`src/rtl/ex_mem_if.sv`:
```
// EX/MEM stage bus: EX-side request fields in, registered MEM-side fields,
// forwarding taps and stall-watchdog status out.
interface ex_mem_if #(
  parameter int DATA_W     = 16,
  parameter int ADDR_W     = 16,
  parameter int REG_ADDR_W = 4,
  parameter int STALL_W    = 6,
  parameter int CNT_W      = 8
);
  logic [STALL_W-1:0]    stall;
  logic                  flush;
  logic                  valid_i;
  logic [ADDR_W-1:0]     mem_addr_i;
  logic                  r_mem_i;
  logic                  w_mem_i;
  logic [DATA_W-1:0]     mem_wdata_i;
  logic [DATA_W-1:0]     w_data_i;
  logic                  w_reg_i;
  logic [REG_ADDR_W-1:0] w_reg_addr_i;

  logic                  valid_o;
  logic [ADDR_W-1:0]     mem_addr_o;
  logic                  r_mem_o;
  logic                  w_mem_o;
  logic [DATA_W-1:0]     mem_wdata_o;
  logic [DATA_W-1:0]     w_data_o;
  logic                  w_reg_o;
  logic [REG_ADDR_W-1:0] w_reg_addr_o;
  logic                  fwd_we;
  logic [REG_ADDR_W-1:0] fwd_addr;
  logic [DATA_W-1:0]     fwd_data;
  logic [CNT_W-1:0]      hold_cnt;
  logic                  hold_timeout;

  modport master (
    output stall, flush, valid_i, mem_addr_i, r_mem_i, w_mem_i,
           mem_wdata_i, w_data_i, w_reg_i, w_reg_addr_i,
    input  valid_o, mem_addr_o, r_mem_o, w_mem_o, mem_wdata_o, w_data_o,
           w_reg_o, w_reg_addr_o, fwd_we, fwd_addr, fwd_data,
           hold_cnt, hold_timeout
  );

  modport slave (
    input  stall, flush, valid_i, mem_addr_i, r_mem_i, w_mem_i,
           mem_wdata_i, w_data_i, w_reg_i, w_reg_addr_i,
    output valid_o, mem_addr_o, r_mem_o, w_mem_o, mem_wdata_o, w_data_o,
           w_reg_o, w_reg_addr_o, fwd_we, fwd_addr, fwd_data,
           hold_cnt, hold_timeout
  );
endinterface

```
`src/rtl/ex_mem_stage.sv`:
```
// Parametrised EX/MEM pipeline register with valid bit, flush, hold,
// forwarding taps and a saturating stall-watchdog counter.
module ex_mem_stage #(
  parameter int                DATA_W     = 16,
  parameter int                ADDR_W     = 16,
  parameter int                REG_ADDR_W = 4,
  parameter int                STALL_W    = 6,
  parameter int                STAGE_IDX  = 3,
  parameter logic [ADDR_W-1:0] BAD_ADDR   = {ADDR_W{1'b1}},
  parameter int                CNT_W      = 8,
  parameter int                TIMEOUT    = 64
) (
  input logic    clk,
  input logic    rst,
  ex_mem_if.slave bus
);

  typedef struct packed {
    logic                  valid;
    logic [ADDR_W-1:0]     mem_addr;
    logic                  r_mem;
    logic                  w_mem;
    logic [DATA_W-1:0]     mem_wdata;
    logic [DATA_W-1:0]     w_data;
    logic                  w_reg;
    logic [REG_ADDR_W-1:0] w_reg_addr;
  } entry_t;

  localparam logic [CNT_W-1:0] TIMEOUT_C = TIMEOUT[CNT_W-1:0];

  function automatic entry_t bubble();
    entry_t e;
    e            = '0;
    e.mem_addr   = BAD_ADDR;
    return e;
  endfunction

  function automatic logic [CNT_W-1:0] sat_inc(input logic [CNT_W-1:0] v);
    return (v == {CNT_W{1'b1}}) ? v : v + 1'b1;
  endfunction

  entry_t           entry_q, entry_d, load_e;
  logic [CNT_W-1:0] cnt_q, cnt_d;
  logic             timeout_q, timeout_d;
  logic             s, n;

  // Bits beyond the stall bus width read as 0, so a top-of-bus stage never sees n=1.
  always_comb begin
    s = 1'b0;
    n = 1'b0;
    for (int i = 0; i < STALL_W; i++) begin
      if (i == STAGE_IDX)     s = bus.stall[i];
      if (i == STAGE_IDX + 1) n = bus.stall[i];
    end
  end

  always_comb begin
    load_e            = '0;
    load_e.valid      = bus.valid_i;
    load_e.mem_addr   = bus.mem_addr_i;
    load_e.r_mem      = bus.r_mem_i;
    load_e.w_mem      = bus.w_mem_i;
    load_e.mem_wdata  = bus.mem_wdata_i;
    load_e.w_data     = bus.w_data_i;
    load_e.w_reg      = bus.w_reg_i;
    load_e.w_reg_addr = bus.w_reg_addr_i;
    // Squashed entries keep their data so debug views still see what EX produced.
    if (!bus.valid_i) begin
      load_e.r_mem    = 1'b0;
      load_e.w_mem    = 1'b0;
      load_e.w_reg    = 1'b0;
      load_e.mem_addr = BAD_ADDR;
    end
  end

  always_comb begin
    entry_d = entry_q;
    cnt_d   = '0;
    if (bus.flush) begin
      entry_d = bubble();
    end else if (s && !n) begin
      entry_d = bubble();
    end else if (s && n) begin
      entry_d = entry_q;
      cnt_d   = sat_inc(cnt_q);
    end else begin
      entry_d = load_e;
    end
    timeout_d = (cnt_d >= TIMEOUT_C);
  end

  // EX -> MEM register boundary
  always_ff @(posedge clk or negedge rst) begin
    if (!rst) begin
      entry_q   <= bubble();
      cnt_q     <= '0;
      timeout_q <= 1'b0;
    end else begin
      entry_q   <= entry_d;
      cnt_q     <= cnt_d;
      timeout_q <= timeout_d;
    end
  end

  assign bus.valid_o      = entry_q.valid;
  assign bus.mem_addr_o   = entry_q.mem_addr;
  assign bus.r_mem_o      = entry_q.r_mem;
  assign bus.w_mem_o      = entry_q.w_mem;
  assign bus.mem_wdata_o  = entry_q.mem_wdata;
  assign bus.w_data_o     = entry_q.w_data;
  assign bus.w_reg_o      = entry_q.w_reg;
  assign bus.w_reg_addr_o = entry_q.w_reg_addr;

  // Register 0 is hardwired, so it is never a forwarding source.
  assign bus.fwd_we       = entry_q.valid & entry_q.w_reg & (entry_q.w_reg_addr != '0);
  assign bus.fwd_addr     = entry_q.w_reg_addr;
  assign bus.fwd_data     = entry_q.w_data;

  assign bus.hold_cnt     = cnt_q;
  assign bus.hold_timeout = timeout_q;

endmodule

```
`src/flat_wrapper.sv`:
```
// flat-port wrapper written by rule: the top's interface ports become plain ports
module ex_mem_stage_flat 
#(
  parameter int                DATA_W     = 16,
  parameter int                ADDR_W     = 16,
  parameter int                REG_ADDR_W = 4,
  parameter int                STALL_W    = 6,
  parameter int                STAGE_IDX  = 3,
  parameter logic [ADDR_W-1:0] BAD_ADDR   = {ADDR_W{1'b1}},
  parameter int                CNT_W      = 8,
  parameter int                TIMEOUT    = 64
)
  (clk, rst, bus_stall, bus_flush, bus_valid_i, bus_mem_addr_i, bus_r_mem_i, bus_w_mem_i, bus_mem_wdata_i, bus_w_data_i, bus_w_reg_i, bus_w_reg_addr_i, bus_valid_o, bus_mem_addr_o, bus_r_mem_o, bus_w_mem_o, bus_mem_wdata_o, bus_w_data_o, bus_w_reg_o, bus_w_reg_addr_o, bus_fwd_we, bus_fwd_addr, bus_fwd_data, bus_hold_cnt, bus_hold_timeout);
  ex_mem_if #(.DATA_W(DATA_W), .ADDR_W(ADDR_W), .REG_ADDR_W(REG_ADDR_W), .STALL_W(STALL_W), .CNT_W(CNT_W)) bus_i ();
  input logic clk;
  input logic rst;
  input wire logic [$bits(bus_i.stall)-1:0] bus_stall;
  input wire logic [$bits(bus_i.flush)-1:0] bus_flush;
  input wire logic [$bits(bus_i.valid_i)-1:0] bus_valid_i;
  input wire logic [$bits(bus_i.mem_addr_i)-1:0] bus_mem_addr_i;
  input wire logic [$bits(bus_i.r_mem_i)-1:0] bus_r_mem_i;
  input wire logic [$bits(bus_i.w_mem_i)-1:0] bus_w_mem_i;
  input wire logic [$bits(bus_i.mem_wdata_i)-1:0] bus_mem_wdata_i;
  input wire logic [$bits(bus_i.w_data_i)-1:0] bus_w_data_i;
  input wire logic [$bits(bus_i.w_reg_i)-1:0] bus_w_reg_i;
  input wire logic [$bits(bus_i.w_reg_addr_i)-1:0] bus_w_reg_addr_i;
  output wire logic [$bits(bus_i.valid_o)-1:0] bus_valid_o;
  output wire logic [$bits(bus_i.mem_addr_o)-1:0] bus_mem_addr_o;
  output wire logic [$bits(bus_i.r_mem_o)-1:0] bus_r_mem_o;
  output wire logic [$bits(bus_i.w_mem_o)-1:0] bus_w_mem_o;
  output wire logic [$bits(bus_i.mem_wdata_o)-1:0] bus_mem_wdata_o;
  output wire logic [$bits(bus_i.w_data_o)-1:0] bus_w_data_o;
  output wire logic [$bits(bus_i.w_reg_o)-1:0] bus_w_reg_o;
  output wire logic [$bits(bus_i.w_reg_addr_o)-1:0] bus_w_reg_addr_o;
  output wire logic [$bits(bus_i.fwd_we)-1:0] bus_fwd_we;
  output wire logic [$bits(bus_i.fwd_addr)-1:0] bus_fwd_addr;
  output wire logic [$bits(bus_i.fwd_data)-1:0] bus_fwd_data;
  output wire logic [$bits(bus_i.hold_cnt)-1:0] bus_hold_cnt;
  output wire logic [$bits(bus_i.hold_timeout)-1:0] bus_hold_timeout;
  assign bus_i.stall = bus_stall;
  assign bus_i.flush = bus_flush;
  assign bus_i.valid_i = bus_valid_i;
  assign bus_i.mem_addr_i = bus_mem_addr_i;
  assign bus_i.r_mem_i = bus_r_mem_i;
  assign bus_i.w_mem_i = bus_w_mem_i;
  assign bus_i.mem_wdata_i = bus_mem_wdata_i;
  assign bus_i.w_data_i = bus_w_data_i;
  assign bus_i.w_reg_i = bus_w_reg_i;
  assign bus_i.w_reg_addr_i = bus_w_reg_addr_i;
  assign bus_valid_o = bus_i.valid_o;
  assign bus_mem_addr_o = bus_i.mem_addr_o;
  assign bus_r_mem_o = bus_i.r_mem_o;
  assign bus_w_mem_o = bus_i.w_mem_o;
  assign bus_mem_wdata_o = bus_i.mem_wdata_o;
  assign bus_w_data_o = bus_i.w_data_o;
  assign bus_w_reg_o = bus_i.w_reg_o;
  assign bus_w_reg_addr_o = bus_i.w_reg_addr_o;
  assign bus_fwd_we = bus_i.fwd_we;
  assign bus_fwd_addr = bus_i.fwd_addr;
  assign bus_fwd_data = bus_i.fwd_data;
  assign bus_hold_cnt = bus_i.hold_cnt;
  assign bus_hold_timeout = bus_i.hold_timeout;
  ex_mem_stage #(.DATA_W(DATA_W), .ADDR_W(ADDR_W), .REG_ADDR_W(REG_ADDR_W), .STALL_W(STALL_W), .STAGE_IDX(STAGE_IDX), .BAD_ADDR(BAD_ADDR), .CNT_W(CNT_W), .TIMEOUT(TIMEOUT)) u_core (.clk(clk), .rst(rst), .bus(bus_i));
endmodule
```
`config.mk`:
```
export PLATFORM = sky130hd
export DESIGN_NAME = ex_mem_stage_flat
export DESIGN_NICKNAME = d
export VERILOG_FILES = /design/src/rtl/ex_mem_if.sv /design/src/rtl/ex_mem_stage.sv /design/src/flat_wrapper.sv
export SDC_FILE = /design/constraint.sdc
export NUM_CORES = 1
export LEC_CHECK = 0
export ABC_AREA = 1
export BUFFER_PORTS_ARGS = -buffer_cell sky130_fd_sc_hd__buf_2
export CAP_MARGIN = 20
export CORE_ASPECT_RATIO = 2
export CORE_MARGIN = 8
export CORE_UTILIZATION = 39
export CTS_CLUSTER_DIAMETER = 60
export CTS_CLUSTER_SIZE = 14
export DETAILED_ROUTE_END_ITERATION = 10
export PLACE_DENSITY_LB_ADDON = 0.1
export SLEW_MARGIN = 20
export SYNTH_ARGS = -nofsm -noshare
export SYNTH_HDL_FRONTEND = slang
export SYNTH_SLANG_ARGS = --single-unit
export TNS_END_PERCENT = 5
```
`constraint.sdc`:
```
create_clock -name clk -period 3.4 [get_ports clk]
set_clock_uncertainty 0.05 [all_clocks]
set_input_delay 0.17 -clock clk [delete_from_list [all_inputs] [get_ports clk]]
set_output_delay 0.17 -clock clk [all_outputs]
set_load 0.005 [all_outputs]
```
==> flow_metrics.tcl <==
set metrics [dict create \
    synth_top_area_cell "dfrtp_1" \
    dieArea_um2 10100 \
    ys_seq_area_share_pct 60.3 \
    r2r_cells 6 \
    muxShareOfSynthArea_pct 0 \
    p_clk_share_pct 45.3 \
    grt_use_met1_pct 17.6 \
    synth_cell_type_count 28 \
    final_util_pct 53.7 \
    synth_compound_area_share_pct 17.5 \
    cts_setup_buffers 0 \
    dp_hpwl_mm 5.59 \
    gr-usage-all-layers_pct 14.7 \
    finalHoldViolCount 0 \
    cts_sinks 65 \
    synthCells 247 \
    critical-path-top-delay-family "simple AND/OR/NAND/NOR gates" \
    synth_edf_count 0 \
    power_mw 1.82 \
    clkLatencyLatePin_ns 0.32 \
    crit_type "flip-flop to primary output" \
    cts-root-buf "clkbuf_16" \
    yosys_warnings 0 \
    cts.path.max_buffers 2 \
    fin_tns_setup_ns 0 \
    num_rows 43 \
    layout_commonest_cell "buf_2" \
    slew_violations 0 \
    synth-main-ff-cell "dfrtp_1" \
    clock.fmax_ghz 0.654 \
    p_int_mw 1.42 \
    grt_pass1_wl_mm 11.4 \
    overflow 0 \
    dieWidth_um 75.2 \
    critPathCaptureType "primary output" \
    drt_first_iter_violations 103 \
    maxSlewHeadroom_pct 47.4 \
    diodes 0 \
    worstPathCellList "nor4_1 > nor3_1 > buf_2" \
    detail-route-antenna-nets 0 \
    swShare_pct 21.7 \
    synthTopCellsByArea "dfrtp_1 (45%), dfstp_2 (15%), a22o_1 (12%), buf_4 (5.5%), inv_1 (2.6%)" \
    grt_pass1_vias 2403 \
    avgSynthCellArea_um2 11.0 \
    syn_nets 313 \
    post_drt_via_cell_ratio 4.94 \
    grt_max_degree 48 \
    crit-reg2reg-capture "u_core.bus.hold_cnt[3]" \
    whs_path_depth 2 \
    slowest_delay_ns 0.41 \
    port_buffers 146 \
    p_leak_nw 1.95 \
    async_flop_share_pct 100 \
    synthAdderAreaFrac_pct 0.459 \
    rrSetupSlack_ns 1.94 \
    nets 441 \
    mostFrequentLayoutCells "buf_2 (145), dfrtp_1 (49), a22o_1 (36)" \
    cts_tree "yes" \
    layout-drive-gt1-share_pct 48.2 \
    post-route-min-period_ns 1.53 \
    cp_max_fo 4 \
    hp-class "primary input to flip-flop" \
    finalCritPeriodShare_pct 45.0 \
    finalWirelength_mm 7.37 \
    hp-start "bus_mem_wdata_i[5]" \
    gp_congestion 0.839 \
    worstSetupStartpointType "flip-flop" \
    worst_slew_pin_slew_ns 0.788 \
    cap_violations 0 \
    netlist_area_um2 2730 \
    p_per_area_nw_per_um2 496 \
    required_ns 3.18 \
    synth_top_area_share_pct 44.9 \
    crit_slowest_cell "dfrtp_1" \
    num_io_pins 151 \
    cts_resized 0 \
    start_util_pct 39.9 \
    ir_worst_vdd_mv 0.308 \
    drt-pass1-iter-count 6 \
    min_to "u_core.bus.mem_wdata_o[5]" \
    syn2layout_area_growth_pct 34.6 \
    seq_power_share_pct 45.6 \
    wire_per_inst_um 15.7 \
    htreeDepth 3 \
    coreArea_um2 6830 \
    p_switching_mw 0.395 \
    hold-worst-slack_ns 0.0228 \
    busiest_layer "met2" \
    cp.arrival_ns 1.31 \
    synth_top_family_by_area "compound AO/OA/AOI/OAI gates" \
    drc 0 \
    antenna_found_initial 0 \
    yosys.area_share.simple_pct 10.8 \
    outcome "finished, final reports clean" \
    die_h_um 134 \
    synth_xor_area_share_pct 0.321 \
    r2r-start "u_core.bus.hold_cnt[0]" \
    vias 2324 \
    met2_usage_pct 21.0 \
    use_met3_pct 7.40 \
    critical_path_buf_inv_count 1 \
    setup_viol 0 \
    cts_buffers 9 \
    pwr-share-comb_pct 9.1 \
    clkTransAtPathRegs_ns 0.05 \
    synth_seq_cells 65 \
    rsz0062_at_grt "false" \
]
## worst max path at each step
stage / end / from / cells after the start
final: bus_fwd_we / u_core.bus.fwd_addr[1] / 3
after global routing: u_core.bus.hold_cnt[3] / u_core.bus.hold_cnt[0] / 6
after CTS: bus_fwd_we / u_core.bus.fwd_addr[1] / 3
after detailed placement: u_core.bus.mem_addr_o[3] / bus_flush / 5
after global placement: u_core.bus.mem_addr_o[3] / bus_flush / 5
after floorplan: u_core.bus.hold_cnt[3] / u_core.bus.hold_cnt[0] / 6
## final cells by class
cell class	instances	area, µm²
flip-flops and latches	65	1650
repair buffers	151	773
inverters	20	75.1
clock buffers	16	272
multi-input cells	128	793
well taps	90	113
fillers	668	3160
## worst register-to-register path: stages (launching register included)
cell,delay (ns)
dfrtp_1,0.39
ha_1,0.18
nand2_1,0.07
nor2_1,0.25
nand2_2,0.18
a21oi_1,0.17
nor2_1,0.06
## per-stage QoR
stage          cells  setup slack [ns]  area [µm²]
2_1_floorplan    247              2.08        2730
3_3_place_gp     453              1.79        3390
3_5_place_dp     453              1.73        3390
4_1_cts          469              1.84        3660
5_1_grt          470              1.78        3670
6_report         470              1.87        3670
## flip-flops by register name, indices dropped and copies added (netlist names)
register	flops
u_core.bus.w_mem_o	1
u_core.bus.valid_o	1
u_core.bus.fwd_data	16
u_core.bus.fwd_addr	4
u_core.bus.w_reg_o	1
u_core.bus.mem_addr_o	16
u_core.bus.mem_wdata_o	16
u_core.bus.hold_cnt	8
u_core.bus.hold_timeout	1
u_core.bus.r_mem_o	1
## synth_stat cells, types with 2 or more instances
cell,count
nand3_1,7
nor2_1,19
buf_2,9
a31oi_1,11
clkbuf_1,4
dfstp_2,16
nand2_2,2
buf_4,20
a32o_1,2
inv_1,19
nand2_1,18
o22ai_1,5
o21ai_1,3
a22o_1,36
a21oi_1,4
nor3_1,12
dfrtp_1,49
## kinds of logic after synthesis
| group | count (synthesis) |
|---|---|
| flip-flops | 65 |
| AND/OR/NAND/NOR | 64 |
| AO/OA/AOI/OAI | 62 |
| buffers and inverters | 54 |
| XOR/XNOR | 1 |
| adder cells (fa/ha/maj) | 1 |
## per-layer routing
metal  share of wire, %  routed length, µm
met3                 13                922
met4                2.2                159
met1                 41               3030
met2                 44               3260
met5                  0                  0
## power groups by stage
stage	sequential (mW)	combinational, mW	clock [mW]
after floorplan	0.844	0.0728	0
after global placement	0.841	0.166	0
after detailed placement	0.842	0.169	0
after CTS	0.831	0.169	0.852
after global routing	0.834	0.183	0.884
final	0.831	0.165	0.824
## repair_timing
| action | 4_1_cts | 5_1_grt |
|---|---|---|
| endpoints found under the hold margin | 0 | 30 |
| hold buffers | 0 | 1 |
| setup endpoints to repair | 0 | 0 |
Power figures use the tool's default switching activity.
